===== src/rtl/bcd_clock_pkg.sv =====
// bcd_clock_pkg
//   Shared constants for the 12-hour BCD clock and its display scanner:
//   active-low 7-segment glyphs (a..g on bit0..bit6), digit slot indices
//   for the six-digit display, and the clock's reset-time values (the
//   scanner's shadow registers reset to the same time so the first frame
//   matches the clock).
package bcd_clock_pkg;

    // Active-low glyphs: bit clear = segment lit.
    localparam logic [6:0] SEG_0    = 7'h40;
    localparam logic [6:0] SEG_1    = 7'h79;
    localparam logic [6:0] SEG_2    = 7'h24;
    localparam logic [6:0] SEG_3    = 7'h30;
    localparam logic [6:0] SEG_4    = 7'h19;
    localparam logic [6:0] SEG_5    = 7'h12;
    localparam logic [6:0] SEG_6    = 7'h02;
    localparam logic [6:0] SEG_7    = 7'h78;
    localparam logic [6:0] SEG_8    = 7'h00;
    localparam logic [6:0] SEG_9    = 7'h10;
    localparam logic [6:0] SEG_DASH = 7'h3F;  // only g lit
    localparam logic [6:0] SEG_OFF  = 7'h7F;

    // Digit slots, rightmost (seconds ones) first.
    localparam logic [2:0] DIG_SS_L = 3'd0;
    localparam logic [2:0] DIG_SS_H = 3'd1;
    localparam logic [2:0] DIG_MM_L = 3'd2;
    localparam logic [2:0] DIG_MM_H = 3'd3;
    localparam logic [2:0] DIG_HH_L = 3'd4;
    localparam logic [2:0] DIG_HH_H = 3'd5;

    // Clock reset time: 01:00:00 PM.
    localparam logic [7:0] RST_HH = 8'h01;
    localparam logic [7:0] RST_MM = 8'h00;
    localparam logic [7:0] RST_SS = 8'h00;
    localparam logic       RST_PM = 1'b1;

    // BCD nibble to glyph; anything above 9 renders as a dash.
    function automatic logic [6:0] seg_glyph(input logic [3:0] nib);
        logic [6:0] g;
        case (nib)
            4'd0:    g = SEG_0;
            4'd1:    g = SEG_1;
            4'd2:    g = SEG_2;
            4'd3:    g = SEG_3;
            4'd4:    g = SEG_4;
            4'd5:    g = SEG_5;
            4'd6:    g = SEG_6;
            4'd7:    g = SEG_7;
            4'd8:    g = SEG_8;
            4'd9:    g = SEG_9;
            default: g = SEG_DASH;
        endcase
        return g;
    endfunction

endpackage


===== src/rtl/bcd_to_seg7.sv =====
// bcd_to_seg7
//   Combinational BCD nibble to active-low 7-segment decoder.
//   Ports:
//     nib        in  4  BCD digit; values above 9 show a dash
//     blank_zero in  1  when set, a zero nibble renders as all-off
//     seg        out 7  segments a..g on bit0..bit6, active-low
module bcd_to_seg7
    import bcd_clock_pkg::*;
(
    input  logic [3:0] nib,
    input  logic       blank_zero,
    output logic [6:0] seg
);

    always_comb begin
        seg = seg_glyph(nib);
        if (blank_zero && (nib == 4'd0))
            seg = SEG_OFF;
    end

endmodule


===== src/rtl/bcd_clock_display_scan.sv =====
// bcd_clock_display_scan
//   Six-digit time-multiplexed common-anode display driver for the 12-hour
//   BCD clock. A prescaler divides clk into SCAN_DIV-cycle digit slots; the
//   first BLANK_CYC cycles of each slot keep all anodes off to avoid
//   ghosting. The time is snapshotted into shadow registers at the end of
//   digit 5 so every frame shows one consistent time.
//   Parameters:
//     SCAN_DIV   clk cycles per digit slot (>= 4)
//     BLANK_CYC  leading cycles of a slot with anodes off (< SCAN_DIV)
//   Ports:
//     clk    in  1  clock, rising edge
//     reset  in  1  asynchronous, active-low
//     pm     in  1  PM flag (lights the dot on digit 0)
//     hh     in  8  hours BCD
//     mm     in  8  minutes BCD
//     ss     in  8  seconds BCD
//     blank  in  1  forces all anodes off; counters keep running
//     seg    out 7  segments a..g, active-low, registered
//     dp     out 1  decimal point, active-low, registered
//     an     out 6  anodes, active-low, bit k = digit k, registered
module bcd_clock_display_scan
    import bcd_clock_pkg::*;
#(
    parameter int SCAN_DIV  = 1000,
    parameter int BLANK_CYC = 16
) (
    input  logic       clk,
    input  logic       reset,
    input  logic       pm,
    input  logic [7:0] hh,
    input  logic [7:0] mm,
    input  logic [7:0] ss,
    input  logic       blank,
    output logic [6:0] seg,
    output logic       dp,
    output logic [5:0] an
);

    localparam int            CW      = (SCAN_DIV > 1) ? $clog2(SCAN_DIV) : 1;
    localparam logic [CW-1:0] TC_V    = CW'(SCAN_DIV - 1);
    localparam logic [CW-1:0] BLANK_V = CW'(BLANK_CYC);

    logic [CW-1:0] div_cnt;
    logic [2:0]    dig;
    logic          tc;
    logic          frame_start;

    logic [7:0]    sh_hh, sh_mm, sh_ss;
    logic          sh_pm;

    logic [3:0]    nib;
    logic          blz;
    logic          dot;
    logic [6:0]    seg_d;
    logic [5:0]    an_d;

    assign tc          = (div_cnt == TC_V);
    assign frame_start = tc && (dig == DIG_HH_H);

    // Prescaler and digit counter; blank never touches these.
    always_ff @(posedge clk or negedge reset) begin
        if (!reset) begin
            div_cnt <= '0;
            dig     <= DIG_SS_L;
        end else if (tc) begin
            div_cnt <= '0;
            dig     <= (dig == DIG_HH_H) ? DIG_SS_L : dig + 3'd1;
        end else begin
            div_cnt <= div_cnt + 1'b1;
        end
    end

    // Snapshot on the last cycle of digit 5: the digit-5 output of that
    // cycle still comes from the old shadow, digit 0 onward uses the new one.
    always_ff @(posedge clk or negedge reset) begin
        if (!reset) begin
            sh_hh <= RST_HH;
            sh_mm <= RST_MM;
            sh_ss <= RST_SS;
            sh_pm <= RST_PM;
        end else if (frame_start) begin
            sh_hh <= hh;
            sh_mm <= mm;
            sh_ss <= ss;
            sh_pm <= pm;
        end
    end

    // Digit mux. Unreachable indices 6/7 map to a blanked zero.
    always_comb begin
        nib = 4'h0;
        blz = 1'b0;
        dot = 1'b0;
        case (dig)
            DIG_SS_L: begin nib = sh_ss[3:0]; dot = sh_pm; end
            DIG_SS_H: nib = sh_ss[7:4];
            DIG_MM_L: begin nib = sh_mm[3:0]; dot = 1'b1;  end
            DIG_MM_H: nib = sh_mm[7:4];
            DIG_HH_L: begin nib = sh_hh[3:0]; dot = 1'b1;  end
            DIG_HH_H: begin nib = sh_hh[7:4]; blz = 1'b1;  end
            default:  blz = 1'b1;
        endcase
    end

    bcd_to_seg7 u_dec (
        .nib        (nib),
        .blank_zero (blz),
        .seg        (seg_d)
    );

    // One-hot-low anode for the current digit, gated by the ghost-blank
    // window and the blank input. A shift past bit 5 yields all-off.
    always_comb begin
        an_d = 6'h3F;
        if ((div_cnt >= BLANK_V) && !blank)
            an_d = ~(6'b000001 << dig);
    end

    always_ff @(posedge clk or negedge reset) begin
        if (!reset) begin
            seg <= SEG_OFF;
            dp  <= 1'b1;
            an  <= 6'h3F;
        end else begin
            seg <= seg_d;
            dp  <= ~dot;
            an  <= an_d;
        end
    end

endmodule


===== config.mk =====
export PLATFORM = sky130hd
export DESIGN_NAME = bcd_clock_display_scan
export DESIGN_NICKNAME = d
export VERILOG_FILES = /design/src/rtl/bcd_clock_pkg.sv /design/src/rtl/bcd_to_seg7.sv /design/src/rtl/bcd_clock_display_scan.sv
export SDC_FILE = /design/constraint.sdc
export NUM_CORES = 1
export LEC_CHECK = 0
export ABC_AREA = 1
export BUFFER_PORTS_ARGS = -buffer_cell sky130_fd_sc_hd__buf_2
export CORE_MARGIN = 1.5
export CORE_UTILIZATION = 45
export DETAILED_ROUTE_END_ITERATION = 6
export PLACE_DENSITY = 0.66
export SLEW_MARGIN = 25
export SYNTH_ARGS = -nofsm -noshare
export SYNTH_HDL_FRONTEND = slang
export SYNTH_SLANG_ARGS = --single-unit

===== constraint.sdc =====
create_clock -name clk -period 5.02 [get_ports clk]
set_input_delay 1.506 -clock clk [delete_from_list [all_inputs] [get_ports clk]]
set_output_delay 1.506 -clock clk [all_outputs]
set_load 0.03 [all_outputs]

==> results.yml <==
flow_run:
  max-cap-violations: 0
place:
  routabilityCongestion: 0.8850
  port_buffers: 41
  dp_slack_ns: 2.697
  dp_hpwl_um: 3871
cts:
  cts_hold_buffers: 0
  clock-sinks: 52
  numCtsBuffers: 5
  cts_resized: 0
  post-cts-setup-buffer-count: 0
  cts.clk_slew.worst_paths_ns: 0.09
  clk_latency_ns: 0.30
  cts_root_buffer: "clkbuf_8"
  cts_tree: "done"
  cts-htree-levels: 2
  clk_path_buf_depth: 2
sta:
  worstMarginPinSlew_ns: 0.4997
  rsz0062_at_grt: "false"
  period_share: 0.5013
  drv_slew: 0
  final.setup.tns_ns: 0
  finalClockSkew_ns: 0.01192
  finalSetupViolCount: 0
  fin_ws_ns: 2.504
  fmax_mhz: 397.4
  maxSlewHeadroom: 0.6664
  min_period_ns: 2.516
  hold_viol: 0
synthesis:
  syn_inst: 324
  synth_area_per_cell_um2: 8.117
  synth_nets: 361
  yosysWarningCount: 0
  syn_area_um2: 2630
  ys_types: 27
  synth_seq_cells: 52
  yosysSeqAreaShare: 0.5024
setup_path:
  max_stage_delay_ns: 0.53
  criticalPathCategory: "reg2out"
  reg2reg_to: "seg[4]"
  end_kind: "output pin"
  path_cells: "buf_2"
  start_kind: "register"
  cp_max_fo: 1
  crit_start: "an[5]"
  r2r_slack_ns: 2.66
  path_buf_inv: 1
  arrival_ns: 1.01
  worst-path-stages: 1
  r2r_cells: 15
  cp_slowest_cell: "dfstp_2"
  crit_family: "flip-flops"
  required_ns: 3.51
  reg2reg_from: "dig[2]"
final_layout:
  antenna_cells: 0
  layout_common_cells: "111 x nand2_1, 45 x nand3_1, 41 x buf_2"
  final_common_cell: "nand2_1"
  num-nets-final: 401
  drive_gt1_frac: 0.2301
  syn_to_final_growth_pct: 13.94
grt:
  grtUsageMet3: 0.03543
  grt_most_used_layer: "met2"
  use_met2: 0.3119
  grt_pass1_vias: 2074
  antenna_found_initial: 0
  grt-ovfl-total: 0
  grt_max_degree: 33
  grt_util_all_layers: 0.1874
  met1_usage: 0.2458
  grt_pass1_wl_um: 9294
routing:
  postRouteAntennaNets: 0
  dr_total_vias: 2102
  drtIter0Drc: 109
  drt-total-wl_um: 5182
  drc: 0
  drtPass1Iterations: 4
  vias_per_cell: 4.810
  post_drt_wl_per_cell_um: 11.86
hold_path:
  hp-start: "sh_hh[0]"
  hold_class: "reg2reg"
  min_to: "sh_hh[0]"
  whs_path_depth: 2
power_and_ir_drop:
  powerDensity_nw_per_um2: 245.8
  p_leak_nw: 1.566
  peakVddDrop_mv: 0.1521
die:
  io_pins: 42
  initial_core_util: 0.4718
  row_count: 27
  core_um2: 5574
  die-area_um2: 6312
  die_w_um: 79.45
  die_y_um: 79.45
run_status:
  status: "finished clean"
metrics by stage:
step           area, um^2  utilization  cells  total power, W  hold slack, ns
2_1_floorplan        2630            -    324       0.0004300          0.4409
3_3_place_gp         2875       0.5158    429       0.0004492          0.4588
3_5_place_dp         2875       0.5158    429       0.0004498          0.4565
4_1_cts              2997       0.5376    437       0.0007478          0.4716
5_1_grt              2997       0.5376    437       0.0007644          0.4950
6_report             2997       0.5376    437       0.0007365          0.4694
sequential cells by signal (all words and copies together) (netlist names):
name / count
an: 6
dig: 3
div_cnt: 10
dp: 1
seg: 7
sh_hh: 8
sh_mm: 8
sh_pm: 1
sh_ss: 8
area by class of cell:
class	instances	area, um^2
Tap cell	72	90.09
Multi-Input combinational cell	224	1101
Clock inverter	2	38.79
Timing Repair Buffer	43	220.2
Fill cell	564	2577
Inverter	38	142.6
Clock buffer	6	82.58
Sequential cell	52	1321
where the power goes:
part / leakage [nW] / internal [W] / total (W) / switching [W]
logic: 0.969 / 0.00000861 / 0.0000212 / 0.0000126
registers: 0.536 / 0.000420 / 0.000420 / 0.0000000603
clock network: 0.0614 / 0.000163 / 0.000295 / 0.000132
total: 1.57 / 0.000591 / 0.000736 / 0.000145
per-layer routing:
layer	vias to the layer above	part of all wire	wire length (um)
li1	1093	-	-
met1	971	0.48	2498
met2	33	0.48	2466
met3	5	0.031	160
met4	0	0.011	55
met5	-	0	0
synth_stat cells (all sizes together):
cell / count / share of area
nand3: 45 / 0.086
nor3: 4 / 0.0076
dfstp: 16 / 0.16
nand3b: 1 / 0.0029
buf: 10 / 0.026
o22ai: 1 / 0.0024
xor2: 2 / 0.0067
nand2: 118 / 0.18
nor2: 24 / 0.044
o31ai: 1 / 0.0029
nor4: 1 / 0.0024
a31o: 1 / 0.0033
inv: 37 / 0.053
nand4: 4 / 0.012
clkinv: 1 / 0.0014
ha: 9 / 0.043
dfrtp: 36 / 0.34
a21oi: 5 / 0.0095
o21ai: 8 / 0.015
cells by family after synthesis:
logic type | after synthesis | share of synthesized area
XOR/XNOR | 2 | 0.006662
buffers and inverters | 48 | 0.07992
adder cells (fa/ha/maj) | 9 | 0.04282
AND/OR/NAND/NOR | 197 | 0.3349
flip-flops | 52 | 0.5024
AO/OA/AOI/OAI | 16 | 0.03330
worst max-delay path by stage:
stage | to | slack (ns)
final | an[5] | 2.50
after global placement | sh_hh[0] | 2.71
after detailed placement | seg[4] | 2.70
after CTS | an[5] | 2.49
after floorplan | an[0] | 2.93
after global routing | seg[4] | 2.42
Note: power is estimated with default switching activity, not from simulation.
